===== config.mk =====
export PLATFORM = sky130hd
export DESIGN_NAME = degamma_lut_init_loader
export DESIGN_NICKNAME = d
export VERILOG_FILES = /design/src/rtl/degamma_pkg.sv /design/src/rtl/degamma_lut_init_loader.sv
export SDC_FILE = /design/constraint.sdc
export NUM_CORES = 1
export LEC_CHECK = 0
export CAP_MARGIN = 20
export CORE_ASPECT_RATIO = 1.25
export CORE_MARGIN = 4
export CORE_UTILIZATION = 30
export DETAILED_ROUTE_END_ITERATION = 10
export PLACE_DENSITY = 0.73
export SLEW_MARGIN = 20
export SYNTH_ARGS = -nofsm -noshare
export SYNTH_HDL_FRONTEND = slang
export SYNTH_SLANG_ARGS = --single-unit

===== constraint.sdc =====
create_clock -name clk -period 3.3 [get_ports clk]
set_clock_uncertainty 0.15 [all_clocks]
set_input_delay 0.495 -clock clk [delete_from_list [all_inputs] [get_ports clk]]
set_output_delay 0.495 -clock clk [all_outputs]
set_load 0.02 [all_outputs]

===== src/rtl/degamma_pkg.sv =====
// Shared types and constants for the degamma LUT init loader.
package degamma_pkg;

    localparam int unsigned A_BW    = 7;
    localparam int unsigned DW      = 12;
    localparam int unsigned N_ENTRY = 65;

    localparam logic [A_BW-1:0] LAST_IDX = A_BW'(N_ENTRY - 1);

    typedef logic [2*DW-1:0] lut_word_t;

    typedef enum logic [1:0] {
        ST_IDLE,
        ST_PRIME,
        ST_RUN,
        ST_DONE
    } state_t;

endpackage


===== src/rtl/degamma_lut_init_loader.sv =====
// Copies the even/odd degamma init ROMs into the LUT RAM write port at one entry per cycle.
// Optional monotonicity checker and err port: define DEGAMMA_INIT_MONO_CHECK_EN.
module degamma_lut_init_loader
    import degamma_pkg::*;
(
    input  logic            clk,
    input  logic            rst,
    input  logic            start,
    input  logic            abort,
    output logic            rom_cen,
    output logic [A_BW-1:0] rom_a,
    input  logic [DW-1:0]   rom_q0,
    input  logic [DW-1:0]   rom_q1,
    output logic            lut_wr_en,
    input  logic            lut_wr_ready,
    output logic [A_BW-1:0] lut_wr_addr,
    output lut_word_t       lut_wr_data,
    output logic            busy,
    output logic            done
`ifdef DEGAMMA_INIT_MONO_CHECK_EN
    ,
    output logic            err
`endif
);

    state_t          r_state;
    state_t          w_state_nxt;
    logic [A_BW-1:0] r_idx;
    logic [A_BW-1:0] w_idx_nxt;
    logic            w_xfer;
    logic            w_last;
    logic            w_launch;

    assign w_xfer   = (r_state == ST_RUN) && lut_wr_ready;
    assign w_last   = (r_idx == LAST_IDX);
    assign w_launch = (r_state == ST_IDLE) && start && !abort;

    always_ff @(posedge clk) begin
        if (rst) begin
            r_state <= ST_IDLE;
            r_idx   <= '0;
        end else begin
            r_state <= w_state_nxt;
            r_idx   <= w_idx_nxt;
        end
    end

    // Next state plus outputs; ROM read for idx+1 is issued in the same cycle as the write transfer
    always_comb begin
        w_state_nxt = r_state;
        w_idx_nxt   = r_idx;
        rom_cen     = 1'b1;
        rom_a       = '0;
        lut_wr_en   = 1'b0;
        lut_wr_addr = '0;
        lut_wr_data = '0;
        busy        = 1'b0;
        done        = 1'b0;

        case (r_state)
            ST_IDLE: begin
                if (w_launch) begin
                    w_state_nxt = ST_PRIME;
                    w_idx_nxt   = '0;
                end
            end
            ST_PRIME: begin
                busy    = 1'b1;
                rom_cen = 1'b0;
                rom_a   = '0;
                w_state_nxt = abort ? ST_IDLE : ST_RUN;
            end
            ST_RUN: begin
                busy        = 1'b1;
                lut_wr_en   = 1'b1;
                lut_wr_addr = r_idx;
                lut_wr_data = {rom_q1, rom_q0};
                if (abort) begin
                    w_state_nxt = ST_IDLE;
                end else if (w_xfer) begin
                    if (w_last) begin
                        w_state_nxt = ST_DONE;
                    end else begin
                        rom_cen   = 1'b0;
                        rom_a     = r_idx + A_BW'(1);
                        w_idx_nxt = r_idx + A_BW'(1);
                    end
                end
            end
            ST_DONE: begin
                done        = 1'b1;
                w_state_nxt = ST_IDLE;
            end
            default: begin
                w_state_nxt = ST_IDLE;
            end
        endcase
    end

`ifdef DEGAMMA_INIT_MONO_CHECK_EN
    logic [DW-1:0] r_prev_q0;
    logic [DW-1:0] r_prev_q1;
    logic          r_err;
    logic          w_mono_bad;

    assign w_mono_bad = (rom_q0 < r_prev_q0) || (rom_q1 < r_prev_q1) || (rom_q1 < rom_q0);

    // Sticky until the next accepted start; the first entry has no predecessor to compare
    always_ff @(posedge clk) begin
        if (rst) begin
            r_prev_q0 <= '0;
            r_prev_q1 <= '0;
            r_err     <= 1'b0;
        end else begin
            if (w_launch) begin
                r_err <= 1'b0;
            end else if (w_xfer && (r_idx != '0) && w_mono_bad) begin
                r_err <= 1'b1;
            end
            if (w_xfer) begin
                r_prev_q0 <= rom_q0;
                r_prev_q1 <= rom_q1;
            end
        end
    end

    assign err = r_err;
`endif

endmodule


* Word-level counts from Yosys, hierarchy flattened
Cells that the tools add are included.
** Storage, ports and cells
- Register bits :: 9
- Bits in latches :: 0
- Bits in writable memories :: 0
- Memory bits (read-only) :: 0
- Output and inout bits :: 42
- Logic and storage cells :: 46
- Memories :: 0
** Operators by class
- $add $sub $neg :: 1
- Multiply operators :: 0
- Divide/modulo/power cells :: 0
- Magnitude comparators :: 0
- Equality and inequality tests :: 10
- Shift-type cells :: 0
- Multiplexer cells :: 24
- Bitwise gates (word level) :: 0
- Reduce and logical (&&, ||, !) cells :: 9
** Operators with widths (number)
- 2-to-1 mux 7 bit :: 9
- 2-to-1 mux 24 bit :: 1
- case mux 7 bit (2 select lines) :: 1
- 2-to-1 mux 2 bit :: 5
- inequality test 2 bit (second input constant) :: 4
- case mux 2 bit (4 select lines) :: 1
- adder 7 x 1 -> 7 bit (second input constant) :: 1
- equality test 7 bit (second input constant) :: 1
- 2-to-1 mux 1 bit :: 6
- inequality test 3 bit (second input constant) :: 2
- AND reduction 5 bit :: 1
- equality test 2 bit (second input constant) :: 2
- logical AND 1 bit :: 3
- AND reduction 3 bit :: 1
- equality test 2 x 1 -> 1 bit (second input constant) :: 1
- logical NOT 2 bit :: 1
- case mux 1 bit (2 select lines) :: 1
- nonzero test 2 bit :: 1
- OR reduction 2 bit :: 1
- logical NOT 1 bit :: 1

* Longest topological paths before layout
- Word-level depth :: 5
- Depth in mapped cells :: 7
- Gate-level depth less buffers :: 6

* Worst setup path after synthesis
Ideal clock, no wire load.
- Path kind :: register to output
- Start :: register r_state[0]
- End :: output rom_cen
- Arrival time :: 1731 ps
- Slack :: 924 ps
- Stages on the path, launching flop included :: 7
- Path buffers :: 1
- Cells stage by stage :: dfxtp_1 > inv_1 > ha_1 > nand3b_2 > a21o_1 > buf_2 > a21boi_0
** On the way
- Longest elaborated chain between the ends :: 5
- Elaborated cells on any way between the ends :: 6
** RTL lines
- start: declaration :: RTL line degamma_lut_init_loader.sv:26 : state_t r_state;
- start signal: assignment :: RTL line degamma_lut_init_loader.sv:43 : r_state <= w_state_nxt;
- equality test 2 bit :: RTL line degamma_lut_init_loader.sv:34, degamma_lut_init_loader.sv:60
- logical AND 1 bit :: RTL line degamma_lut_init_loader.sv:34 : assign w_xfer = (r_state == ST_RUN) && lut_wr_ready;
- 2-to-1 mux 1 bit :: RTL line degamma_lut_init_loader.sv:80 : end else if (w_xfer) begin
- 2-to-1 mux 1 bit :: RTL line degamma_lut_init_loader.sv:78 : if (abort) begin
- case mux 1 bit (2 select lines) * :: RTL line degamma_lut_init_loader.sv:60 : case (r_state)
- end: declaration :: RTL line degamma_lut_init_loader.sv:10 : output logic rom_cen,
Mark *: on every way between the ends. The rest lies on a longest branch, timed or not.

* Final worst setup path
- Start :: register r_idx[0]
- End :: output rom_cen
** On the way
- Longest elaborated chain between the ends :: 5
** RTL lines
- start: declaration :: RTL line degamma_lut_init_loader.sv:28 : logic [A_BW-1:0] r_idx;
- start signal: assignment :: RTL line degamma_lut_init_loader.sv:44 : r_idx <= w_idx_nxt;
- equality test 7 bit :: RTL line degamma_lut_init_loader.sv:35 : assign w_last = (r_idx == LAST_IDX);
- 2-to-1 mux 1 bit :: RTL line degamma_lut_init_loader.sv:81 : if (w_last) begin
- 2-to-1 mux 1 bit :: RTL line degamma_lut_init_loader.sv:80
- 2-to-1 mux 1 bit :: RTL line degamma_lut_init_loader.sv:78
- case mux 1 bit (2 select lines) :: RTL line degamma_lut_init_loader.sv:60
Every way passes these cells.

==> impl_results.md <==
* Flops & latches, synth at 9
* Clock transition at path regs at 60 ps
* Crit-path cells: inv_1 > ha_1 > nor2b_1 > a21o_1 > a21boi_0 > clkdlybuf4s50_1
* Routed vias/inst at 4.73
* Headroom to the max-slew limit at 58.2%
* Clk Latency, worst-skew pair at 260 ps
* Biggest area consumer among synthesized cells: and2_1
* Boundary pin count at 71
* Wirelength, routed at 2.91 mm
* Most common cell after layout, fill and taps aside: clkdlybuf4s50_1
* Post-DP Area at 1650 um^2
* Area grow syn2layout at 80.4%
* Slowest-stage cell, CP: clkdlybuf4s50_1
* Fin Setup TNS at 0 ps
* Finished Cell Area at 1680 um^2
* Total number of vias at 1,074
* Cts hold-fix bufs at 0
* Count of different cell masters after synthesis at 37
* Post-Syn Area per Cell at 7.56 um^2
* Nets@finish at 228
* Worst-margin pin slew at 621 ps
* Synth warnings at 0
* Main synth FF type: dfxtp_1
* Synthesized instance count at 123
* # H-tree levels at 1
* Vert. Die Dim at 70.2 um
* Port bufs at 70
* Period Utilization, post-route at 91.9%
* Post-route ant nets at 0
* PD cells at 173 nW/um^2
* Min-delay worst type: reg -> reg
* WP data arrival at 2390 ps
* Cts repair resizes at 0
* CP endpoint kind: output port
* HPWL after detailed placement at 2.36 mm
* Seq/Total Area, Yosys at 19.4%
* Placeable Area at 2950 um^2
* Largest net degree at the start of global routing at 36
* Design Power at 0.289 mW
* Most frequent cells in the layout: clkdlybuf4s50_1, and2_1, nor2_1
* FFs w/ async S/R, synth at 0%
* Worst-path maximum fanout at 9
* Mapped Area at 930 um^2
* Synth top area share at 20.2%
* Congestion Overflow GR at 0
* Initial core utilization at 31.6%
* Setup Viol. Count Final at 0
* Setup crit start kind: flip-flop
* Max clock buf depth at 2
* Peak Freq at 0.330 GHz
* Setup bufs post-CTS at 0
* Root Buffer: clkbuf_4
* Post-layout minimum cycle time at 3030 ps
* Status: completed
* TritonRoute pass-1 iters at 4
* Worst R2R Path Depth at 7
* Max-cap violations at 0
* GP Congestion at 0.863
* CTS Buf Count at 3
* N_diodes at 0
* Crit-path max cell delay at 640 ps
* Width of the chip at 57.8 um
* Critical Path RT at 2650 ps
* Rows at 22
* RSZ-0062 raised after global routing: no
* Synth area leaders: and2_1, dfxtp_1, ha_1, nor2_1, a21oi_1
* Post-synth EDFFs at 0
* WHS Path Cells at 2
* Leak at 0.599 nW
* Die footprint at 4060 um^2
* Initial antenna violation count at 0
* DRC Markers at 0
* Synth Net Count at 159
* Clock sinks at 9
* Vias in the first global route at 1,045
* Peak VDD IR at 0.209 mV
* Setup Crit Path Kind: reg -> out
* Fraction of layout cells with a size suffix above 1 at 4.71%
* First-pass GRT wire length at 4.60 mm
* CTS tree: built
* Initial DRC Count at 19
* Gr usage total at 13.9%
* Fin util at 56.9%
* Max Slew Vio Count at 0
* Drt wl/cell at 12.8 um
* Final hold violations at 0
flip-flops by register name, indices dropped and copies added, names as in the netlist:
| register | flops |
|---|---|
| r_idx | 7 |
| r_state | 2 |
critical path: cells and delay by family (launching register included):
family	cells	cell delay, ps
buffers and inverters	2	750
AO/OA/AOI/OAI	2	570
flip-flops	1	330
AND/OR/NAND/NOR	1	330
adder cells (fa/ha/maj)	1	150
logic make-up (layout without fill, tap and decap cells):
| group | Yosys count | after routing | share of synthesized area (%) |
|---|---|---|---|
| simple gates | 62 | 62 | 39.6 |
| compound gates | 27 | 27 | 21.5 |
| buf+inv | 14 | 82 | 6.33 |
| flops | 9 | 9 | 19.4 |
| fa+ha+maj | 7 | 7 | 9.42 |
| xor+xnor | 4 | 4 | 3.77 |
power breakdown:
part	internal [mW]	switching [mW]	leakage (nW)
clock	0.0466	0.0386	0.0150
combinational	0.0520	0.0383	0.511
sequential	0.111	0.00281	0.0728
routing by layer:
layer | track usage [%] | vias to the layer above | part of all wire, %
met2 | 26.9 | 44 | 54
met1 | 14.5 | 473 | 37
li1 | - | 552 | -
met4 | 3.87 | 0 | 1.2
met3 | 2.96 | 5 | 6.8
met5 | 0 | - | 0
path summary, 6_finish.rpt:
kind,startpoint,to,slack (ps)
setup / recovery,r_idx[0]$_SDFFE_PP0P_,rom_cen,270
hold / removal,r_idx[1]$_SDFFE_PP0P_,r_idx[1]$_SDFFE_PP0P_,390
setup reg to reg,r_state[0]$_SDFFE_PP0P_,r_idx[2]$_SDFFE_PP0P_,1220
hold reg to reg,r_idx[1]$_SDFFE_PP0P_,r_idx[1]$_SDFFE_PP0P_,390
per-stage QoR:
| stage | setup WS, ps | hold slack (ps) | instances |
|---|---|---|---|
| 2_1_floorplan | 924 | 336 | 123 |
| 3_3_place_gp | 318 | 369 | 223 |
| 3_5_place_dp | 296 | 385 | 223 |
| 4_1_cts | 246 | 392 | 227 |
| 5_1_grt | 121 | 421 | 227 |
| 6_report | 266 | 390 | 227 |
synth_stat cells, types with 2 or more instances:
cell       n
xnor2_1    2
and2_1    30
xor2_1     2
nand2_1    5
dfxtp_1    9
ha_1       7
nor2b_1    2
or3_1      4
nand2b_1   2
a21oi_1    7
inv_1      7
buf_2      2
clkbuf_1   3
nand3_1    3
nor2_1    10
a41oi_1    2
a31oi_1    3
o21ai_0    4
final cells by class:
cell class	instances	area, um^2
inverters	7	26.3
repair buffers	71	708
flip-flops and latches	9	180
well taps	36	45.0
clock buffers	4	26.3
multi-input cells	100	691
fillers	278	1270
Power figures use the tool's default switching activity.
